<file path="src/rtl/frame_pkg.sv">
// frame_pkg: shared constants, state encoding and checksum helper for the
// MHP frame datapath (receive parser and transmit side).
package frame_pkg;

  localparam int FRAME_LEN = 51;
  localparam int DST_OFS   = 0;
  localparam int SRC_OFS   = 2;
  localparam int SIZE_OFS  = 4;
  localparam int DT_OFS    = 6;
  localparam int PAY_OFS   = 7;
  localparam int SCS_OFS   = 49;
  localparam int PAYLOAD_W = 336;

  typedef enum logic [1:0] {
    ST_IDLE = 2'd0,
    ST_RECV = 2'd1,
    ST_DONE = 2'd2
  } state_t;

  // One SCS term: byte zero-extended to 16 bits, then shifted by (n mod 4).
  function automatic logic [15:0] scs_term(input logic [7:0] b, input logic [1:0] sh);
    return {8'h00, b} << sh;
  endfunction

endpackage

</file>
<file path="src/rtl/frame_scs_acc.sv">
// frame_scs_acc: 16-bit wrap-around SCS accumulator. i_clr restarts the sum;
// when i_clr and i_en are both high the byte is the first term of a new frame.
// The 2-bit shift counter tracks (byte index mod 4).
module frame_scs_acc
  import frame_pkg::*;
(
  input  logic        clk,
  input  logic        rst,
  input  logic        i_clr,
  input  logic        i_en,
  input  logic [7:0]  i_data,
  output logic [15:0] o_sum
);

  logic [1:0]  r_sh;
  logic [15:0] r_sum;
  logic [1:0]  w_sh;
  logic [15:0] w_base;

  // Select the shift amount and base sum, restarting both on clear.
  always_comb begin
    w_sh   = r_sh;
    w_base = r_sum;
    if (i_clr) begin
      w_sh   = 2'd0;
      w_base = 16'd0;
    end else begin
      w_sh   = r_sh;
      w_base = r_sum;
    end
  end

  // Accumulate one shifted byte per enabled cycle.
  always_ff @(posedge clk) begin
    if (rst) begin
      r_sum <= 16'd0;
      r_sh  <= 2'd0;
    end else if (i_en) begin
      r_sum <= w_base + scs_term(i_data, w_sh);
      r_sh  <= w_sh + 2'd1;
    end else if (i_clr) begin
      r_sum <= 16'd0;
      r_sh  <= 2'd0;
    end
  end

  assign o_sum = r_sum;

endmodule

</file>
<file path="src/rtl/frame_parser.sv">
// frame_parser: rebuilds MHP header fields and payload from the received byte
// stream, checks the SCS and aborts frames on an inter-byte gap timeout.
// Optional build macro FRAME_PARSER_SCS_CHECK_EN enables the SCS accumulator
// and comparison; without it o_scs_err is tied low and the SCS bytes are
// consumed and ignored.
module frame_parser
  import frame_pkg::*;
#(
  parameter int GAP_TIMEOUT = 16
)
(
  input  logic                 clk,
  input  logic                 rst,
  input  logic [7:0]           i_rdata,
  input  logic                 i_rvalid,
  output logic [15:0]          o_dst,
  output logic [15:0]          o_src,
  output logic [15:0]          o_size,
  output logic                 o_dir,
  output logic [6:0]           o_type,
  output logic [PAYLOAD_W-1:0] o_payload,
  output logic                 o_valid,
  output logic                 o_scs_err,
  output logic                 o_abort,
  output logic                 o_busy
);

  localparam int         SHIFT_W  = SCS_OFS * 8;
  localparam int         GAP_W    = $clog2(GAP_TIMEOUT + 1);
  localparam logic [5:0] LAST_IDX = 6'(FRAME_LEN - 1);
  localparam logic [5:0] SCS_IDX  = 6'(SCS_OFS);

  state_t                 r_state;
  logic [5:0]             r_cnt;
  logic [GAP_W-1:0]       r_gap;
  logic [SHIFT_W-1:0]     r_shift;
  logic [15:0]            r_dst;
  logic [15:0]            r_src;
  logic [15:0]            r_size;
  logic                   r_dir;
  logic [6:0]             r_type;
  logic [PAYLOAD_W-1:0]   r_payload;
  logic                   r_valid;
  logic                   r_scs_err;
  logic                   r_abort;
  logic                   w_start;
  logic                   w_shift_en;
  logic                   w_scs_err;

  // Frame start (byte 0 seen outside RECV) and header/payload byte capture.
  always_comb begin
    w_start    = 1'b0;
    w_shift_en = 1'b0;
    if (i_rvalid && (r_state != ST_RECV)) begin
      w_start    = 1'b1;
      w_shift_en = 1'b1;
    end else if (i_rvalid && (r_state == ST_RECV) && (r_cnt < SCS_IDX)) begin
      w_start    = 1'b0;
      w_shift_en = 1'b1;
    end else begin
      w_start    = 1'b0;
      w_shift_en = 1'b0;
    end
  end

`ifdef FRAME_PARSER_SCS_CHECK_EN
  logic [15:0] w_sum;
  logic [7:0]  r_scs_hi;

  frame_scs_acc u_scs_acc (
    .clk    (clk),
    .rst    (rst),
    .i_clr  (w_start),
    .i_en   (w_shift_en),
    .i_data (i_rdata),
    .o_sum  (w_sum)
  );

  // Hold the received SCS high byte until the low byte arrives.
  always_ff @(posedge clk) begin
    if (rst) begin
      r_scs_hi <= 8'h00;
    end else if (i_rvalid && (r_state == ST_RECV) && (r_cnt == SCS_IDX)) begin
      r_scs_hi <= i_rdata;
    end
  end

  assign w_scs_err = (w_sum != {r_scs_hi, i_rdata});
`else
  assign w_scs_err = 1'b0;
`endif

  // Receive FSM: byte/gap counting, field shift register and output commit.
  always_ff @(posedge clk) begin
    if (rst) begin
      r_state   <= ST_IDLE;
      r_cnt     <= 6'd0;
      r_gap     <= '0;
      r_shift   <= '0;
      r_dst     <= 16'd0;
      r_src     <= 16'd0;
      r_size    <= 16'd0;
      r_dir     <= 1'b0;
      r_type    <= 7'd0;
      r_payload <= '0;
      r_valid   <= 1'b0;
      r_scs_err <= 1'b0;
      r_abort   <= 1'b0;
    end else begin
      r_valid <= 1'b0;
      r_abort <= 1'b0;
      if (w_shift_en) begin
        r_shift <= {i_rdata, r_shift[SHIFT_W-1:8]};
      end
      case (r_state)
        ST_IDLE, ST_DONE: begin
          if (i_rvalid) begin
            r_cnt   <= 6'd1;
            r_gap   <= '0;
            r_state <= ST_RECV;
          end else begin
            r_state <= ST_IDLE;
          end
        end
        ST_RECV: begin
          if (i_rvalid) begin
            r_gap <= '0;
            if (r_cnt == LAST_IDX) begin
              r_dst     <= r_shift[DST_OFS*8 +: 16];
              r_src     <= r_shift[SRC_OFS*8 +: 16];
              r_size    <= r_shift[SIZE_OFS*8 +: 16];
              r_dir     <= r_shift[DT_OFS*8 + 7];
              r_type    <= r_shift[DT_OFS*8 +: 7];
              r_payload <= r_shift[PAY_OFS*8 +: PAYLOAD_W];
              r_valid   <= 1'b1;
              r_scs_err <= w_scs_err;
              r_cnt     <= 6'd0;
              r_state   <= ST_DONE;
            end else begin
              r_cnt <= r_cnt + 6'd1;
            end
          end else if (r_gap == GAP_W'(GAP_TIMEOUT - 1)) begin
            r_abort <= 1'b1;
            r_gap   <= '0;
            r_cnt   <= 6'd0;
            r_state <= ST_IDLE;
          end else begin
            r_gap <= r_gap + 1'b1;
          end
        end
        default: begin
          r_state <= ST_IDLE;
        end
      endcase
    end
  end

  assign o_dst     = r_dst;
  assign o_src     = r_src;
  assign o_size    = r_size;
  assign o_dir     = r_dir;
  assign o_type    = r_type;
  assign o_payload = r_payload;
  assign o_valid   = r_valid;
  assign o_scs_err = r_scs_err;
  assign o_abort   = r_abort;
  assign o_busy    = (r_state == ST_RECV);

endmodule

</file>
<file path="config.mk">
export PLATFORM = sky130hd
export DESIGN_NAME = frame_parser
export DESIGN_NICKNAME = d
export VERILOG_FILES = /design/src/rtl/frame_pkg.sv /design/src/rtl/frame_scs_acc.sv /design/src/rtl/frame_parser.sv
export SDC_FILE = /design/constraint.sdc
export NUM_CORES = 2
export LEC_CHECK = 0
export CAP_MARGIN = 20
export CELL_PAD_IN_SITES_DETAIL_PLACEMENT = 0
export CELL_PAD_IN_SITES_GLOBAL_PLACEMENT = 1
export CORE_ASPECT_RATIO = 1.1
export CORE_MARGIN = 5
export CORE_UTILIZATION = 43
export DETAILED_ROUTE_END_ITERATION = 12
export PLACE_DENSITY_LB_ADDON = 0.1
export SLEW_MARGIN = 20
export SYNTH_ARGS = -nofsm -noshare
export SYNTH_HDL_FRONTEND = slang
export SYNTH_SLANG_ARGS = --single-unit
export TNS_END_PERCENT = 50
</file>
<file path="constraint.sdc">
create_clock -name clk -period 3.1 [get_ports clk]
set_clock_uncertainty 0.15 [all_clocks]
set_input_delay 0.62 -clock clk [delete_from_list [all_inputs] [get_ports clk]]
set_output_delay 0.62 -clock clk [all_outputs]
set_load 0.005 [all_outputs]
</file>
Word level (Yosys, flattened, before mapping):

Cells that the tools add are included.

* add/subtract/negate cells: 2
* $lt $le $gt $ge: 1
* equal/unequal tests: 8
* muxes and demuxes: 18
* bitwise operators: 2
* reductions and logical operators: 12

Operators by type and width (number)
* 6-bit two-way mux: 4
* 5-bit two-way mux: 3
* 6-bit one-hot mux with 2 select lines: 1
* 5-bit one-hot mux with 2 select lines: 1
* 6-bit by 1-bit adder with 6-bit output (second input constant): 1
* 6-bit equality test (second input constant): 1
* 6-bit less-than comparator (second input constant): 1
* 2-bit two-way mux: 3
* 3-bit by 2-bit != test with 1-bit output (second input constant): 2
* 3-bit AND reduction: 2
* 3-bit OR reduction: 2
* 5-bit by 1-bit adder with 5-bit output (second input constant): 1
* 5-bit by 4-bit equality test with 1-bit output (second input constant): 1
* 1-bit two-way mux: 5
* 2-bit one-hot mux with 2 select lines: 1
* 2-bit AND reduction: 2
* 1-bit logical AND: 3
* 2-bit by 1-bit equality test with 1-bit output (second input constant): 1
* 2-bit equality test (second input constant): 1
* 2-bit logical NOT: 1
* 2-bit by 1-bit != test with 1-bit output (second input constant): 1
* 2-bit != test (second input constant): 1
* 1-bit NOT: 2
* 2-bit nonzero test: 1
* 2-bit OR reduction: 1

* flip-flop bits (word level): 799
* bits of input ports: 11
* output and inout bits: 396

Depth between registers and ports, before layout:

* word-level depth: 5
* mapped depth: 9
* depth with buffers taken out: 6

Least setup slack after synthesis:

Ideal clock, no wire load.

* path kind: input-to-reg
* start point: input i_rvalid
* end point: register r_dst[0], in the netlist o_dst[0]
* data arrival time: 1.869 ns
* path slack: 0.949 ns
* cell stages on the path: 8
* buffers on the path: 4
* path through: buf_2 -> nand3b_1 -> or4_1 -> clkbuf_1 -> buf_2 -> buf_2 -> nand2_1 -> a21oi_1

* longest elaborated chain between the ends: 1

Ends and longest elaborated chain
* start: declaration: RTL line frame_parser.sv:15 `input logic i_rvalid,`
* 3-bit AND reduction (no source line)
* end signal: assignment: RTL line frame_parser.sv:129 `r_dst <= r_shift[DST_OFS*8 +: 16];`
* end: declaration: RTL line frame_parser.sv:37 `logic [15:0] r_dst;`

Every way passes these cells.
A chain may end at the register's enable or synchronous reset.

Worst setup path after layout:

* start point: register r_state[0]
* end point: output o_busy

* longest elaborated chain between the ends: 1

Ends and longest elaborated chain
* start: declaration: RTL line frame_parser.sv:33 `state_t r_state;`
* start signal: assignment: RTL line frame_parser.sv:96 `r_state <= ST_IDLE;`
* start signal: assignment: RTL line frame_parser.sv:120 `r_state <= ST_RECV;`
* start signal: assignment: RTL line frame_parser.sv:122 `r_state <= ST_IDLE;`
* 2-bit by 1-bit equality test with 1-bit output: RTL line frame_parser.sv:167 `assign o_busy = (r_state == ST_RECV);`
* end: declaration: RTL line frame_parser.sv:25 `output logic o_busy`

Every way passes these cells.

==> results.toml <==
[sta]
finalSetupViolCount = 0
setup_ws_ns = 0.2985
slew_viol_final = 0
finalCritPeriodShare_pct = 90.37
tightest_slew_ns = 0.9120
grt_setup_unrepaired = "false"
fmax_mhz = 357.0
min_period_ns = 2.801
setup_tns_ns = 0
hold_slack_ns = 0.2972
hold_violations = 0
timing.slew.headroom_pct = 39.20

[synth]
synth_fp_nets = 3510
synth_common_cells = "1573 x nand2_1, 799 x dfxtp_1, 791 x a21oi_1"
synth_top_area_share_pct = 58.00
yosysUniqueCellTypes = 41
synthArstFlopShare_pct = 0
ys_seq_elements = 799
avgSynthCellArea_sq_um = 7.891
ys_seq_area_share_pct = 58.00
yosys_warnings = 0
synth_edf_count = 0
synthFlopType = "dfxtp_1"
syn_inst = 3495
ys_top_cells_by_area = "dfxtp_1 58%, nand2_1 21%, a21oi_1 14%"
yosysMostFrequentCell = "nand2_1"
yosysTopAreaCell = "dfxtp_1"
synth_area_sq_mm = 0.02758

[power]
p_sw_share_pct = 21.24
p_leak_nw = 11.14
vdd_drop_max_mv = 0.4177
p_per_area_mw_per_mm2 = 593.6
seqPwrFrac_pct = 49.7
comb_power_share_pct = 2.3
p_sw_mw = 4.399
power_mw = 20.72
power.internal_mw = 16.32
p_clk_share_pct = 48.0

[global_routing]
grt.overflow.total = 0
antenna_found_initial = 0
grt_first_pass_wirelength_um = 122600
grt_pass1_vias = 22060
grt_usage_pct = 21.43
grt_max_degree = 110

[setup_path]
critPathKind = "register to primary output"
crit_family = "buffers and inverters"
cp.arrival_ns = 2.03
crit_path_cell_trace = "nand2b_1 -> inv_2 -> clkdlybuf4s50_1"
crit_buf_inv = 2
max_stage_delay_ns = 0.57
end_kind = "primary output"
start_kind = "register"
crit_slowest_cell = "clkdlybuf4s50_1"
cp_max_fo = 7
required_ns = 2.33

[die]
row_count = 97
die_y_um = 275.6
die_w_um = 251.5
initial_utilization_pct = 43.37
dieArea_sq_mm = 0.06931
core_area_sq_mm = 0.06360
ioPinCount = 407

[place]
place_congestion = 0.8344
dp_cells = 4518
io_buffer_count = 405
dp_slack_ns = 0.2335
place_area_sq_mm = 0.03216
dp_hpwl_um = 50700

[detailed_routing]
dr.pass1.iters = 5
drc_errors = 0
drt_wl_total_um = 78180
vias = 23450
wl_per_cell_um = 16.76
vias_per_cell = 5.028
antenna_left = 0
drtIter0Drc = 1715

[clock_tree]
cts_tree = "built"
clock-sinks = 799
htreeDepth = 3
clk_latency_ns = 0.60
post_cts_buffers = 0
clkTransAtPathRegs_ns = 0.06
cts_root_buf = "clkbuf_16"
cts_buffers = 80
cts_resized = 0
hold_buffers = 0
cts_max_path_buffers = 3

[worst_hold_path]
hold_path.class = "register to register"

[finish]
n_antenna_cell = 0
drive_gt1_share_pct = 4.839
fin_nets = 3774
utilization_pct = 54.88
area_growth_syn_to_layout_pct = 26.54
final_cells = 4664
final_cell_area_sq_mm = 0.03490

[run]
max-cap-violations = 0

[outcome]
status = "finished, final reports clean"
[metal layers]
layer / routed length [um] / track usage (%)
met5: 0 / 0
met4: 2026 / 6.636
met3: 4731 / 5.004
met2: 37010 / 34.78
met1: 34420 / 28.59
[worst min-delay path, cell delays in order, from the launching register on]
cell and delay (ns):
dfxtp_1 0.31, nand2_1 0.05, a21oi_1 0.05
[power groups by stage]
stage	registers [mW]	clock network, mW	logic, mW
finish	10.3	9.95	0.470
global route	10.3	10.6	0.516
CTS	10.3	10.2	0.474
detailed placement	10.5	0	0.472
global placement	10.5	0	0.470
floorplan	10.5	0	0.329
[registers in the layout, indices dropped and copies added, names as in the netlist]
register,count
r_shift,392
o_payload,336
o_dst,16
o_size,16
o_src,16
o_type,7
r_cnt,6
r_gap,5
r_state,2
o_abort,1
o_dir,1
o_valid,1
[layout by cell type (no fill, tap or decap), drive strengths merged, types with 2 or more instances in the layout]
| cell type | instances |
|---|---|
| nand3 | 5 |
| nor4 | 2 |
| nor3b | 2 |
| clkbuf | 118 |
| o21ai | 3 |
| clkdlybuf4s50 | 404 |
| o31ai | 3 |
| dfxtp | 799 |
| bufinv | 6 |
| nand3b | 3 |
| nor2 | 8 |
| nand2 | 1573 |
| inv | 7 |
| a31oi | 2 |
| or4 | 3 |
| or3 | 4 |
| a21oi | 791 |
| clkinv | 17 |
| ha | 4 |
| clkinvlp | 2 |
| nand2b | 2 |
| buf | 47 |
| nor2b | 2 |
[worst paths after layout]
kind / start / endpoint / slack (ns) / cells past startpoint
hold / removal: r_shift[3] / o_dst[3] / 0.30 / 2
hold reg to reg: r_shift[3] / o_dst[3] / 0.30 / 2
setup reg to reg: r_cnt[0] / r_shift[349] / 0.42 / 7
setup / recovery: r_state[0] / o_busy / 0.30 / 3
[cells by family after synthesis]
family	after synthesis	synth area share (%)
AOI/OAI and AO/OA	807	14.79
adders and majority gates	4	0.1815
buffers and inverters	273	4.714
DFF	799	58.00
muxes	1	0.03630
other	1	0.01360
and+or+nand+nor	1610	22.27
[final cells by class]
class / instances / area (sq um)
clock buffer: 118 / 2431
clock inverter: 28 / 306.5
fill: 6034 / 28700
inverter: 4 / 15.01
multi-input combinational: 2423 / 10310
sequential: 799 / 16000
tap: 841 / 1052
timing repair buffer: 451 / 4792
No activity file was read; power rests on OpenSTA's default activity.
